$ cat src/rtl/bit_position_scanner.sv
// Serialises a WIDTH-bit vector into the positions of its set bits, one per output beat,
// in ascending (LSB-first) or descending (MSB-first) order chosen per vector.
module bit_position_scanner #(
    parameter int WIDTH = 8,
    parameter int POS_W = $clog2(WIDTH)
) (
    input  logic             clk,
    input  logic             rst_n,
    input  logic             in_valid,
    output logic             in_ready,
    input  logic [WIDTH-1:0] data_in,
    input  logic             msb_first,
    output logic             out_valid,
    input  logic             out_ready,
    output logic [POS_W-1:0] pos,
    output logic             last,
    output logic             none,
    output logic [POS_W:0]   ones_cnt,
    output logic             o_dbg_state
);

    // Handshake: a transfer happens on a rising edge where valid and ready are both high;
    // valid never depends on ready, and a producer holds its data until the transfer.
    typedef enum logic {
        IDLE = 1'b0,
        SCAN = 1'b1
    } state_t;

    state_t             r_state;
    logic [WIDTH-1:0]   r_vec;
    logic               r_mode;
    logic [POS_W:0]     r_ones_cnt;

    logic               w_scan;
    logic [POS_W-1:0]   w_lo_pos;
    logic [POS_W-1:0]   w_hi_pos;
    logic [POS_W-1:0]   w_pos;
    logic               w_last;
    logic               w_none;

    function automatic logic [POS_W:0] popcount(input logic [WIDTH-1:0] v);
        logic [POS_W:0] c;
        c = '0;
        for (int i = 0; i < WIDTH; i++) begin
            c = c + (POS_W+1)'(v[i]);
        end
        return c;
    endfunction

    // Later assignments win: descending loop finds the lowest bit, ascending the highest.
    always_comb begin
        w_lo_pos = '0;
        w_hi_pos = '0;
        for (int i = WIDTH - 1; i >= 0; i--) begin
            if (r_vec[i]) w_lo_pos = POS_W'(i);
        end
        for (int i = 0; i < WIDTH; i++) begin
            if (r_vec[i]) w_hi_pos = POS_W'(i);
        end
    end

    assign w_scan = (r_state == SCAN);
    assign w_pos  = r_mode ? w_hi_pos : w_lo_pos;
    assign w_last = ((r_vec & (r_vec - WIDTH'(1))) == '0);
    assign w_none = (r_vec == '0);

    assign in_ready    = ~w_scan;
    assign out_valid   = w_scan;
    assign pos         = w_scan ? w_pos : '0;
    assign last        = w_scan & w_last;
    assign none        = w_scan & w_none;
    assign ones_cnt    = r_ones_cnt;
    assign o_dbg_state = w_scan;

    always_ff @(posedge clk or negedge rst_n) begin
        if (!rst_n) begin
            r_state    <= IDLE;
            r_vec      <= '0;
            r_mode     <= 1'b0;
            r_ones_cnt <= '0;
        end else begin
            case (r_state)
                IDLE: begin
                    if (in_valid) begin
                        r_vec      <= data_in;
                        r_mode     <= msb_first;
                        r_ones_cnt <= popcount(data_in);
                        r_state    <= SCAN;
                    end
                end
                SCAN: begin
                    // A zero vector clears bit 0, which is already clear.
                    if (out_ready) begin
                        r_vec[w_pos] <= 1'b0;
                        if (w_last) r_state <= IDLE;
                    end
                end
                default: r_state <= IDLE;
            endcase
        end
    end

endmodule

$ cat config.mk
export PLATFORM = sky130hd
export DESIGN_NAME = bit_position_scanner
export DESIGN_NICKNAME = d
export VERILOG_FILES = /design/src/rtl/bit_position_scanner.sv
export SDC_FILE = /design/constraint.sdc
export NUM_CORES = 1
export LEC_CHECK = 0
export CAP_MARGIN = 20
export CELL_PAD_IN_SITES_DETAIL_PLACEMENT = 0
export CELL_PAD_IN_SITES_GLOBAL_PLACEMENT = 1
export CORE_MARGIN = 2
export CORE_UTILIZATION = 25
export DETAILED_ROUTE_END_ITERATION = 6
export PLACE_DENSITY = 0.66
export SETUP_SLACK_MARGIN = 0.2
export SKIP_CTS_REPAIR_TIMING = 1
export SYNTH_ARGS = -nofsm -noshare
export SYNTH_HDL_FRONTEND = slang
export SYNTH_SLANG_ARGS = --single-unit
$ cat constraint.sdc
create_clock -name clk -period 3.6 [get_ports clk]
set_input_delay 0.72 -clock clk [delete_from_list [all_inputs] [get_ports clk]]
set_output_delay 0.72 -clock clk [all_outputs]
set_load 0.01 [all_outputs]
Yosys cells after proc, flatten, opt, wreduce, memory -nomap -nowiden. Index checks and enable logic that the tools add are counted.

Register bits: 14. Bits of input ports: 13. Logic and storage cells: 53.

$add $sub $neg: 8. Magnitude comparators: 2. Equality and inequality tests: 2. Multiplexer cells: 26. Bitwise logic cells: 6. Reductions and logical operators: 5.

Operators with widths (count): 2-to-1 mux 3 bit (16); adder 4 x 1 -> 4 bit (4); AND 8 bit (2); logical NOT 8 bit (2); 2-to-1 mux 8 bit (2); one-hot mux 8 bit (2 select lines) (1); NOT 8 bit (1); subtractor 8 x 1 -> 8 bit (second input constant) (1); 2-to-1 mux 1 bit (5); adder 3 x 1 -> 4 bit (1); < comparator 3 x 4 -> 1 bit (second input constant) (1); inequality test 2 bit (second input constant) (2); AND reduction 2 bit (2); adder 2 x 1 -> 3 bit (1); demux 1 bit (select 3 bit) (1); greater-or-equal comparator 3 x 1 -> 1 bit (second input constant) (1); adder 1 x 1 -> 2 bit (1); AND 1 bit (2); one-hot mux 1 bit (2 select lines) (1); logical AND 1 bit (1); NOT 1 bit (1).

Depth between registers and ports, before layout.
Depth in word-level cells: 17. Mapped depth: 9. Mapped depth without buffers: 9.

Worst setup path after synthesis. Ideal clock, no wire load.

Path type: input to register. Start: input data_in[0]. End: register r_ones_cnt[1], in the netlist ones_cnt[1]. Arrival time: 3137 ps. Required time: 3472 ps. Setup slack: 335 ps. Stages on the path: 8. Path buffers: 0. Cells stage by stage: inv_1 -> fa_1 -> fa_1 -> fa_1 -> inv_1 -> ha_1 -> fa_1 -> mux2_1.

Cells in the longest elaborated chain, start to end: 7.

RTL lines: from (decl) (line 11) `input logic [WIDTH-1:0] data_in,`; adder 1 x 1 -> 2 bit (line 45) `c = c + (POS_W+1)'(v[i]);`; adder 2 x 1 -> 3 bit (line 45); adder 3 x 1 -> 4 bit (line 45); adder 4 x 1 -> 4 bit (4 in a row) (line 45); to (signal assigned) (line 87) `r_ones_cnt <= popcount(data_in);`; to (decl) (line 32) `logic [POS_W:0] r_ones_cnt;`.

No other way between the ends. A chain may end at the register's enable or synchronous reset.

Final worst setup path.
Start: input data_in[3]. End: register r_ones_cnt[1], in the netlist ones_cnt[1].

Cells in the longest elaborated chain, start to end: 5.

RTL lines (line): adder 3 x 1 -> 4 bit (45); adder 4 x 1 -> 4 bit (4 in a row) (45).

No other way between the ends.

==> impl_metrics.py <==
metrics = {
    "worst_hold_path": {
        "hold_path_depth": 1,
        "timing.hold.worst.class": "reg2reg",
    },
    "clock_tree": {
        "clkTransAtPathRegs_ps": 60,
        "cts_num_sinks": 14,
        "cts_max_path_bufs": 2,
        "cell_at_the_root_of_the_clock_tree": "clkbuf_8",
        "cts_tree": "built",
        "cts_htree_levels": 1,
        "clock_latency_ps": 240,
        "cts-buffers-inserted": 3,
    },
    "placed_design": {
        "port-buffer-count": 24,
        "post-place-ws_ps": -167,
        "hpwl_mm": 1.86,
        "gp_congestion": 0.750,
    },
    "synthesis": {
        "netlist_instances": 112,
        "synthesis.area_per_instance_sq_um": 9.06,
        "synth_cell_type_count": 34,
        "synth-edff-count": 0,
        "post_synth_most_frequent_cells": "20 x nor2_1, 14 x dfrtp_1, 13 x inv_1",
        "syn-num-nets": 132,
        "yosysWarningCount": 0,
        "synthTopCellsByArea": "dfrtp_1 35%, fa_1 7.9%, nor2_1 7.4%",
        "yosys_register_bits": 14,
        "synth_most_common_cell": "nor2_1",
        "top_cell_type_s_share_of_synthesized_area_pct": 34.5,
        "synthArstFlopShare_pct": 100,
        "synth_sequential_area_ratio_pct": 34.5,
        "synth_ff_type": "dfrtp_1",
        "synthesis.area_sq_um": 1010,
        "synth_area_leader_cell": "dfrtp_1",
    },
    "floorplanning": {
        "starting_density_of_the_core_pct": 25.7,
        "die_ht_um": 67.7,
        "floorplan_die_area_sq_um": 4580,
        "coreArea_sq_um": 3940,
        "number_of_rows_in_the_core_area": 23,
        "die_x_um": 67.7,
        "ioPinCount": 25,
    },
    "drt": {
        "avgRoutedWirePerCell_um": 12.4,
        "detail_route.vias_per_cell": 4.92,
        "drcViolationCount": 0,
        "drt.antenna.violating_nets": 0,
        "dr_total_vias": 935,
        "drt_iter0_markers": 81,
        "route.final.wire_length_mm": 2.35,
        "detailedRoute.firstPassIterationCount": 4,
    },
    "timing": {
        "rsz_0062_raised_after_global_routing": "false",
        "fin_hold_ws_ps": 508,
        "final_period_minus_worst_setup_slack_ps": 3140,
        "finalHoldViolations": 0,
        "post-route-worst-setup-slack_ps": 458,
        "final-max-slew-violation-count": 0,
        "post-route-period-util_pct": 87.3,
        "worstMarginPinSlew_ps": 657,
        "max-slew-margin-rel_pct": 56.0,
        "final-setup-viol-count": 0,
        "skew_ps": 2.06,
        "fmax_mhz": 318,
    },
    "final_layout": {
        "filler_cell_count_in_the_final_layout": 413,
        "num_antenna_cells": 0,
        "layout-drive-gt1-share_pct": 16.4,
        "final_net_count": 161,
        "synthToLayoutAreaGrowth_pct": 37.7,
    },
    "global_route": {
        "grt_overflow_total": 0,
        "track_usage_pct": 11.8,
        "grt_pass1_vias": 894,
        "antenna_violations_before_repair": 0,
        "grt_start_max_net_pins": 23,
        "global_route_wire_length_before_repair_mm": 4.07,
    },
    "worst_setup_path": {
        "critPathArrivalTime_ps": 3270,
        "kind_of_start_point_of_the_critical_path": "input pin",
        "data_required_time_of_the_worst_path_ps": 3730,
        "timing.reg2reg.worst_path_depth": 4,
        "endpoint_kind": "register",
        "critPathKind": "in2reg",
        "path_max_fanout": 2,
    },
    "power_and_ir_drop": {
        "p_total_mw": 1.24,
        "power.density_nw_per_um2": 889,
        "worst_vdd_rail_ir_drop_v": 0.000295,
        "static-leakage-power_nw": 0.625,
    },
    "run_status": {
        "status": "complete, no violations",
    },
    "flow_run": {
        "max_cap_violations": 0,
    },
}
-- placed cells by master (no fill, tap or decap), drive strengths merged, types with 2 or more instances in the layout --
master / count
nor2: 20
clkbuf: 4
nand3: 2
ha: 3
a221oi: 7
inv: 13
mux2: 3
buf: 5
nor2b: 3
dfrtp: 14
nor3: 3
fa: 4
and2b: 2
o21ai: 7
nor4: 3
a21oi: 6
and3: 2
mux2i: 2
nand2: 4
clkdlybuf4s50: 21
dlymetal6s2s: 3
-- stage by stage --
| stage | utilization [%] | instances | setup TNS, ps | cell area, sq um |
|---|---|---|---|---|
| after floorplan | - | 112 | 0 | 1010 |
| after global placement | 33.5 | 185 | -254 | 1320 |
| after detailed placement | 33.5 | 185 | -245 | 1320 |
| after CTS | 34.9 | 189 | 0 | 1380 |
| after global routing | 35.4 | 190 | 0 | 1400 |
| final | 35.4 | 190 | 0 | 1400 |
-- path summary, 6_finish.rpt --
path,slack (ps),end,from
min,510,ones_cnt[0]$_DFFE_PN0P_,ones_cnt[0]$_DFFE_PN0P_
max in group asynchronous,2300,r_vec[5]$_DFFE_PN0P_,rst_n
min reg2reg,510,ones_cnt[0]$_DFFE_PN0P_,ones_cnt[0]$_DFFE_PN0P_
max,460,ones_cnt[1]$_DFFE_PN0P_,data_in[3]
max reg2reg,2010,r_vec[5]$_DFFE_PN0P_,r_vec[3]$_DFFE_PN0P_
min in group asynchronous,880,r_vec[0]$_DFFE_PN0P_,rst_n
-- worst max-delay path: stages --
cell	delay (ps)
dlymetal6s2s_1	100
inv_2	50
fa_1	500
fa_1	510
fa_1	510
inv_1	40
ha_2	170
fa_1	420
mux2_4	260
-- routing by layer --
metal / GRT usage, % / vias to the layer above / wire length [um]
met1: 16.2 / 441 / 1130
met3: 1.00 / 5 / 116
met5: 0 / - / 0
li1: - / 455 / -
met4: 6.12 / 0 / 48
met2: 18.3 / 34 / 1060
-- flip-flops by register name (all words and copies together) (netlist names) --
name         count
ones_cnt         4
o_dbg_state      1
r_vec            8
r_mode           1
-- cell type report --
type / count / area (sq um) / share of cell area (%)
sequential: 14 / 350 / 25.1
tap: 50 / 62.6 / 4.48
clock buffer: 4 / 55.1 / 3.94
multi-input combinational: 80 / 596 / 42.6
inverter: 13 / 48.8 / 3.49
timing repair buffer: 29 / 285 / 20.4
-- report_power, final --
part | switching (mW) | internal, mW
registers | 0.132 | 0.233
clock network | 0.0547 | 0.0969
logic | 0.345 | 0.380
total | 0.532 | 0.710
-- kinds of logic (layout without fill, tap and decap cells) --
family | after synthesis | in the layout | share of synthesized area (%)
and+or+nand+nor | 41 | 41 | 21.2
AOI/OAI and AO/OA | 26 | 26 | 19.1
buffers and inverters | 18 | 46 | 7.40
DFF | 14 | 14 | 34.5
adders and majority gates | 7 | 7 | 11.6
muxes | 5 | 5 | 5.30
xor gates and xnor gates | 1 | 1 | 0.863
Power figures use the tool's default switching activity.
